===== config.mk =====
export PLATFORM = sky130hd
export DESIGN_NAME = arp_ctrl
export DESIGN_NICKNAME = d
export VERILOG_FILES = /design/src/rtl/arp_pkg.sv /design/src/rtl/arp_retry_timer.sv /design/src/rtl/arp_ctrl.sv
export SDC_FILE = /design/constraint.sdc
export NUM_CORES = 1
export LEC_CHECK = 0
export CORE_MARGIN = 8
export CORE_UTILIZATION = 40
export CTS_CLUSTER_SIZE = 30
export DETAILED_ROUTE_END_ITERATION = 8
export MAX_ROUTING_LAYER = met4
export PLACE_DENSITY = 0.65
export SETUP_SLACK_MARGIN = 0.3
export SLEW_MARGIN = 5
export SYNTH_ARGS = -nofsm -noshare
export SYNTH_HDL_FRONTEND = slang
export SYNTH_HIERARCHICAL = 1
export SYNTH_SLANG_ARGS = --single-unit

===== constraint.sdc =====
create_clock -name clk -period 9.4 [get_ports clk]
set_input_delay 0.94 -clock clk [delete_from_list [all_inputs] [get_ports clk]]
set_output_delay 0.94 -clock clk [all_outputs]
set_load 0.005 [all_outputs]

===== src/rtl/arp_pkg.sv =====
// Shared definitions for the ARP transmit sequencer.
// Holds the FSM state encoding, the broadcast MAC and the ARP opcode constants.
package arp_pkg;

    typedef enum logic [1:0] {
        S_IDLE,
        S_LAUNCH,
        S_WAIT_DONE
    } arp_state_t;

    localparam logic [47:0] ETH_BROADCAST_MAC = 48'hFFFF_FFFF_FFFF;
    localparam logic        ARP_OP_REQ        = 1'b0;
    localparam logic        ARP_OP_RPLY       = 1'b1;

endpackage


===== src/rtl/arp_retry_timer.sv =====
// Retry timer for unanswered ARP requests.
// Ports: clk, reset (async, active-high); start restarts the cycle counter
// from 0; stop halts it; clear halts it and zeroes the retry count.
// expire pulses when a resend is due; fail pulses when retries are used up.
// Both pulses are combinational and are valid in the final timer cycle.
module arp_retry_timer #(
    parameter int RETRY_CYCLES = 125_000_000,
    parameter int MAX_RETRY    = 3
) (
    input  logic clk,
    input  logic reset,
    input  logic start,
    input  logic stop,
    input  logic clear,
    output logic expire,
    output logic fail
);

    localparam int CW = (RETRY_CYCLES > 1) ? $clog2(RETRY_CYCLES) : 1;
    localparam int RW = (MAX_RETRY > 0) ? $clog2(MAX_RETRY + 1) : 1;
    localparam logic [CW-1:0] LAST = CW'(RETRY_CYCLES - 1);
    localparam logic [RW-1:0] RMAX = RW'(MAX_RETRY);

    logic          running;
    logic [CW-1:0] cnt;
    logic [RW-1:0] retries;
    logic          at_end;
    logic          halt;

    assign at_end = running & (cnt == LAST);
    // A stop or clear in the last cycle wins over the expiry.
    assign halt   = stop | clear;
    assign expire = at_end & ~halt & (retries < RMAX);
    assign fail   = at_end & ~halt & ~(retries < RMAX);

    always_ff @(posedge clk or posedge reset) begin
        if (reset) begin
            running <= 1'b0;
            cnt     <= '0;
            retries <= '0;
        end else if (clear) begin
            running <= 1'b0;
            cnt     <= '0;
            retries <= '0;
        end else if (stop) begin
            running <= 1'b0;
            cnt     <= '0;
        end else if (start) begin
            running <= 1'b1;
            cnt     <= '0;
        end else if (at_end) begin
            running <= 1'b0;
            cnt     <= '0;
            if (expire)
                retries <= retries + 1'b1;
        end else if (running) begin
            cnt <= cnt + 1'b1;
        end
    end

endmodule


===== src/rtl/arp_ctrl.sv =====
// ARP transmit sequencer: answers received requests and resolves target_ip.
// Ports: req_start/target_ip (resolve), rx_* (receiver), tx_done (framer),
// arp_tx_en/type, des_mac/ip (framer), busy, resolved(_mac), resolve_fail.
module arp_ctrl
    import arp_pkg::*;
#(
    parameter int RETRY_CYCLES = 125_000_000,
    parameter int MAX_RETRY    = 3,
    parameter int EN_HOLD      = 4
) (
    input  logic        clk,
    input  logic        reset,
    input  logic        req_start,
    input  logic [31:0] target_ip,
    input  logic        rx_done,
    input  logic        rx_type,
    input  logic [47:0] rx_src_mac,
    input  logic [31:0] rx_src_ip,
    input  logic        tx_done,
    output logic        arp_tx_en,
    output logic        arp_tx_type,
    output logic [47:0] des_mac,
    output logic [31:0] des_ip,
    output logic        busy,
    output logic        resolved,
    output logic [47:0] resolved_mac,
    output logic        resolve_fail
);

    localparam int HW = (EN_HOLD > 1) ? $clog2(EN_HOLD) : 1;
    localparam logic [HW-1:0] HOLD_LAST = HW'(EN_HOLD - 1);

    arp_state_t    state;
    logic [HW-1:0] hold;

    logic          rply_pend;
    logic [47:0]   rply_mac;
    logic [31:0]   rply_ip;
    logic          req_pend;
    logic [31:0]   tgt_ip;
    logic          awaiting;

    logic          rx_req;
    logic          match;
    logic          launch_rply;
    logic          launch_req;
    logic          tmr_start;
    logic          expire;
    logic          fail;

    assign rx_req      = rx_done & (rx_type == ARP_OP_REQ);
    // A new req_start discards any reply that arrives in the same cycle.
    assign match       = rx_done & (rx_type == ARP_OP_RPLY)
                       & (rx_src_ip == tgt_ip) & awaiting & ~req_start;
    // Replies always go before requests.
    assign launch_rply = (state == S_IDLE) & rply_pend;
    assign launch_req  = (state == S_IDLE) & ~rply_pend & req_pend;
    assign tmr_start   = (state == S_WAIT_DONE) & tx_done
                       & (arp_tx_type == ARP_OP_REQ) & awaiting & ~match;

    arp_retry_timer #(
        .RETRY_CYCLES (RETRY_CYCLES),
        .MAX_RETRY    (MAX_RETRY)
    ) u_timer (
        .clk    (clk),
        .reset  (reset),
        .start  (tmr_start),
        .stop   (match),
        .clear  (req_start),
        .expire (expire),
        .fail   (fail)
    );

    // Pending flags and resolution state.
    always_ff @(posedge clk or posedge reset) begin
        if (reset) begin
            rply_pend    <= 1'b0;
            rply_mac     <= '0;
            rply_ip      <= '0;
            req_pend     <= 1'b0;
            tgt_ip       <= '0;
            awaiting     <= 1'b0;
            resolved     <= 1'b0;
            resolved_mac <= '0;
            resolve_fail <= 1'b0;
        end else begin
            resolve_fail <= fail;

            // A fresh request overwrites the entry even while one launches;
            // the launching frame already took the old values.
            if (rx_req) begin
                rply_pend <= 1'b1;
                rply_mac  <= rx_src_mac;
                rply_ip   <= rx_src_ip;
            end else if (launch_rply) begin
                rply_pend <= 1'b0;
            end

            if (req_start | expire)
                req_pend <= 1'b1;
            else if (match | launch_req)
                req_pend <= 1'b0;

            if (req_start) begin
                tgt_ip   <= target_ip;
                resolved <= 1'b0;
                awaiting <= 1'b1;
            end else if (match) begin
                resolved     <= 1'b1;
                resolved_mac <= rx_src_mac;
                awaiting     <= 1'b0;
            end else if (fail) begin
                awaiting <= 1'b0;
            end
        end
    end

    // Launch sequencer; framer inputs stay put until tx_done.
    always_ff @(posedge clk or posedge reset) begin
        if (reset) begin
            state       <= S_IDLE;
            hold        <= '0;
            arp_tx_en   <= 1'b0;
            arp_tx_type <= ARP_OP_REQ;
            des_mac     <= '0;
            des_ip      <= '0;
            busy        <= 1'b0;
        end else begin
            unique case (state)
                S_IDLE: begin
                    if (launch_rply) begin
                        state       <= S_LAUNCH;
                        hold        <= '0;
                        arp_tx_en   <= 1'b1;
                        arp_tx_type <= ARP_OP_RPLY;
                        des_mac     <= rply_mac;
                        des_ip      <= rply_ip;
                        busy        <= 1'b1;
                    end else if (launch_req) begin
                        state       <= S_LAUNCH;
                        hold        <= '0;
                        arp_tx_en   <= 1'b1;
                        arp_tx_type <= ARP_OP_REQ;
                        des_mac     <= ETH_BROADCAST_MAC;
                        des_ip      <= tgt_ip;
                        busy        <= 1'b1;
                    end
                end
                S_LAUNCH: begin
                    if (hold == HOLD_LAST) begin
                        state     <= S_WAIT_DONE;
                        arp_tx_en <= 1'b0;
                    end else begin
                        hold <= hold + 1'b1;
                    end
                end
                S_WAIT_DONE: begin
                    if (tx_done) begin
                        state <= S_IDLE;
                        busy  <= 1'b0;
                    end
                end
                default: begin
                    state     <= S_IDLE;
                    arp_tx_en <= 1'b0;
                    busy      <= 1'b0;
                end
            endcase
        end
    end

endmodule


==> flow_metrics.py <==
metrics = {
    "clocking": {
        "clkLatencyLatePin_ns": 0.50,
        "cts_tree": "built",
        "clockBufferDepth": 3,
        "h-tree-depth": 2,
        "cts_made_buffers": 34,
        "postCtsSetupBuffers": 0,
        "clock-sinks": 282,
        "cts-root-buf": "clkbuf_16",
        "hold_buffers": 0,
        "cts-resized-gates": 0,
        "clkSlewWorstSetupHoldPaths_ns": 0.06,
    },
    "logic_synthesis": {
        "ys_seq_area_frac": 0.607,
        "synth_flop_cell": "dfrtp_1",
        "syn_nets": 995,
        "async_flop_share": 1.00,
        "netlist_instances": 874,
        "synth_area_leaders": "dfrtp_1 (61%), mux2_2 (15%), o22a_1 (3.6%)",
        "netlist_area_sq_um": 11600,
        "avgSynthCellArea_sq_um": 13.3,
        "synth_top_cell_by_area": "dfrtp_1",
        "post_synth_num_cell_types": 51,
        "yosys_warnings": 6,
        "synth_top_area_share": 0.607,
        "synth.ff_latch_count": 282,
        "synth_edf_count": 0,
    },
    "worst_setup_path": {
        "crit_buf_inv": 2,
        "cpLargestDelayFamily": "simple AND/OR/NAND/NOR gates",
        "worstPathCellList": "clkdlybuf4s50_1 -> xor2_1 -> nor4_1 -> nand2_1 -> or4_1 -> nor4_1 -> nor4_1 -> buf_4 -> or4_1 -> or4_2 -> a21oi_1",
        "startpoint_type": "input pin",
        "crit_type": "in2reg",
        "worstPathArrival_ns": 5.30,
        "path_common_cell": "nor4_1",
        "crit_slowest_cell": "nor4_1",
        "crit_fanout": 14,
        "required_ns": 9.81,
        "cpPeakStageDelay_ns": 0.76,
        "end_kind": "register",
    },
    "routing": {
        "wire_per_inst_um": 19.8,
        "antenna_left": 0,
        "num_vias": 7906,
        "drt_pass1_iterations": 4,
        "first_iter_violations": 381,
        "routed_wl_mm": 30.4,
        "drt-vias-per-instance": 5.16,
        "drcViolationCount": 0,
    },
    "pwr": {
        "max-vdd-ir-drop_mv": 0.129,
        "leakagePower_nw": 6.67,
        "powerDensity_nw_per_um2": 254,
    },
    "global_routing": {
        "grt-ovfl-total": 0,
        "grt_max_degree": 115,
        "grt_pass1_vias": 8407,
        "grt_pass1_wl_mm": 48.4,
        "grt.total_usage": 0.176,
        "antenna_found_initial": 3,
    },
    "cells_and_area": {
        "syn2layout_area_growth_pct": 35.6,
        "nets": 1243,
        "stdcell_area_sq_um": 15800,
        "drive_above_1_share": 0.203,
        "layout.cells.non_filler": 1532,
    },
    "floorplanning": {
        "io_pins": 251,
        "dieArea_sq_um": 34800,
        "die_width_um": 186,
        "start_util": 0.406,
        "die_y_um": 186,
        "core.rowCount": 62,
        "core_sq_um": 28600,
    },
    "sta": {
        "slew_violations": 0,
        "slew_headroom": 0.233,
        "setup_viol": 0,
        "hold_viol_final": 0,
        "fin_crit_sh": 0.520,
        "rsz0062_at_grt": "false",
        "fmax_mhz": 204,
        "worst_pin_slew_ns": 1.15,
        "fin_skew_ns": 0.0197,
        "min_period_ns": 4.89,
        "setup_tns_ns": 0,
    },
    "job": {
        "maxCapViolations": 0,
    },
    "place": {
        "dp.cells": 1470,
        "dpl.hpwl_mm": 20.4,
        "gp_congestion": 0.801,
        "port_buffers": 250,
        "dpl_cell_area_sq_um": 14500,
    },
    "status": {
        "status": "completed",
    },
    "min_path": {
        "min_path_type": "reg2reg",
    },
}
==> routing by layer <==
metal / vias up / GRT usage / share of wire
li1: 3665 / - / -
met1: 4013 / 0.215 / 0.44
met2: 186 / 0.276 / 0.47
met3: 42 / 0.0589 / 0.071
met4: 0 / 0.0483 / 0.021
met5: - / - / 0
==> metrics by stage <==
step | util | setup WS (ns) | power (mW) | hold WS (ns)
floorplan | - | 1.53 | 2.06 | 0.453
global placement | 0.507 | 4.16 | 2.59 | 0.463
detailed placement | 0.507 | 4.07 | 2.61 | 0.470
CTS | 0.550 | 4.55 | 4.07 | 0.484
global route | 0.551 | 4.13 | 4.23 | 0.500
finish | 0.551 | 4.51 | 4.01 | 0.478
==> cell usage in the layout, fill, tap and decap left out, types with 8 or more instances in the layout <==
| master | count |
|---|---|
| nand2_1 | 55 |
| dfrtp_1 | 282 |
| inv_1 | 9 |
| nand4_1 | 9 |
| o22a_1 | 48 |
| mux2i_1 | 33 |
| buf_4 | 9 |
| xnor2_1 | 14 |
| clkdlybuf4s50_1 | 249 |
| or4_1 | 9 |
| or3_1 | 8 |
| nand3_1 | 12 |
| nor2_1 | 19 |
| xor2_1 | 28 |
| clkbuf_16 | 35 |
| mux2_2 | 152 |
| a21oi_1 | 17 |
| o21ai_0 | 46 |
| mux2_1 | 9 |
| nor4_1 | 14 |
==> path summary, 6_finish.rpt <==
path	start	end	slack [ns]	depth (start not counted)
worst max-delay path	rx_src_ip[26]	u_timer/cnt[23]	4.51	11
worst min-delay path	des_ip[15]	des_ip[15]	0.48	2
worst max register to register	tgt_ip[26]	u_timer/cnt[23]	4.96	10
worst min register to register	des_ip[15]	des_ip[15]	0.48	2
max in group asynchronous	reset	des_mac[47]	6.86	3
min in group asynchronous	reset	rply_mac[10]	1.03	2
==> Yosys cell counts, drive strengths merged (3+ instances only) <==
| master | count |
|---|---|
| nand3 | 12 |
| nor3 | 5 |
| or4 | 11 |
| nor4 | 15 |
| nand2b | 7 |
| a21oi | 17 |
| clkbuf | 33 |
| or3 | 8 |
| mux2i | 33 |
| o41ai | 4 |
| xor2 | 28 |
| o21ai | 48 |
| inv | 11 |
| nand4 | 9 |
| dfrtp | 282 |
| mux2 | 161 |
| ha | 3 |
| o22a | 48 |
| buf | 14 |
| nor2 | 19 |
| nor4b | 5 |
| xnor2 | 14 |
| o31ai | 7 |
| or4b | 3 |
| nand2 | 56 |
==> where the power goes <==
group	internal (mW)	switching, mW	total (mW)
combinational	0.538	0.442	0.981
clock	0.927	0.513	1.44
sequential	1.45	0.141	1.59
==> cells by family after synthesis <==
family | after synthesis | synth area share
flops | 282 | 0.607
mux | 194 | 0.184
simple gates | 164 | 0.0767
compound gates | 131 | 0.0765
buf+inv | 58 | 0.0205
xor+xnor | 42 | 0.0316
fa+ha+maj | 3 | 0.00323
==> worst min-delay path: stages, from the launching register on <==
cell and delay [ns]:
dfrtp_1 0.34, nand2_1 0.04, o21ai_0 0.06
==> final cells by class <==
class,instances,area [sq um]
Timing Repair Buffer,259,2560
Multi-Input combinational cell,534,4360
Sequential cell,282,7060
Clock buffer,44,980
Clock inverter,15,264
Fill cell,2403,12900
Inverter,11,48.8
Tap cell,384,480
Antenna cell,3,7.51
==> flip-flops by register name (all words and copies together), names as in the netlist, 2 cells and up <==
signal and count:
tgt_ip 32, resolved_mac 48, u_timer/retries 2, des_ip 32, state 2, rply_mac 48
u_timer/cnt 27, rply_ip 32, des_mac 48, hold 2
Power figures use the tool's default switching activity.
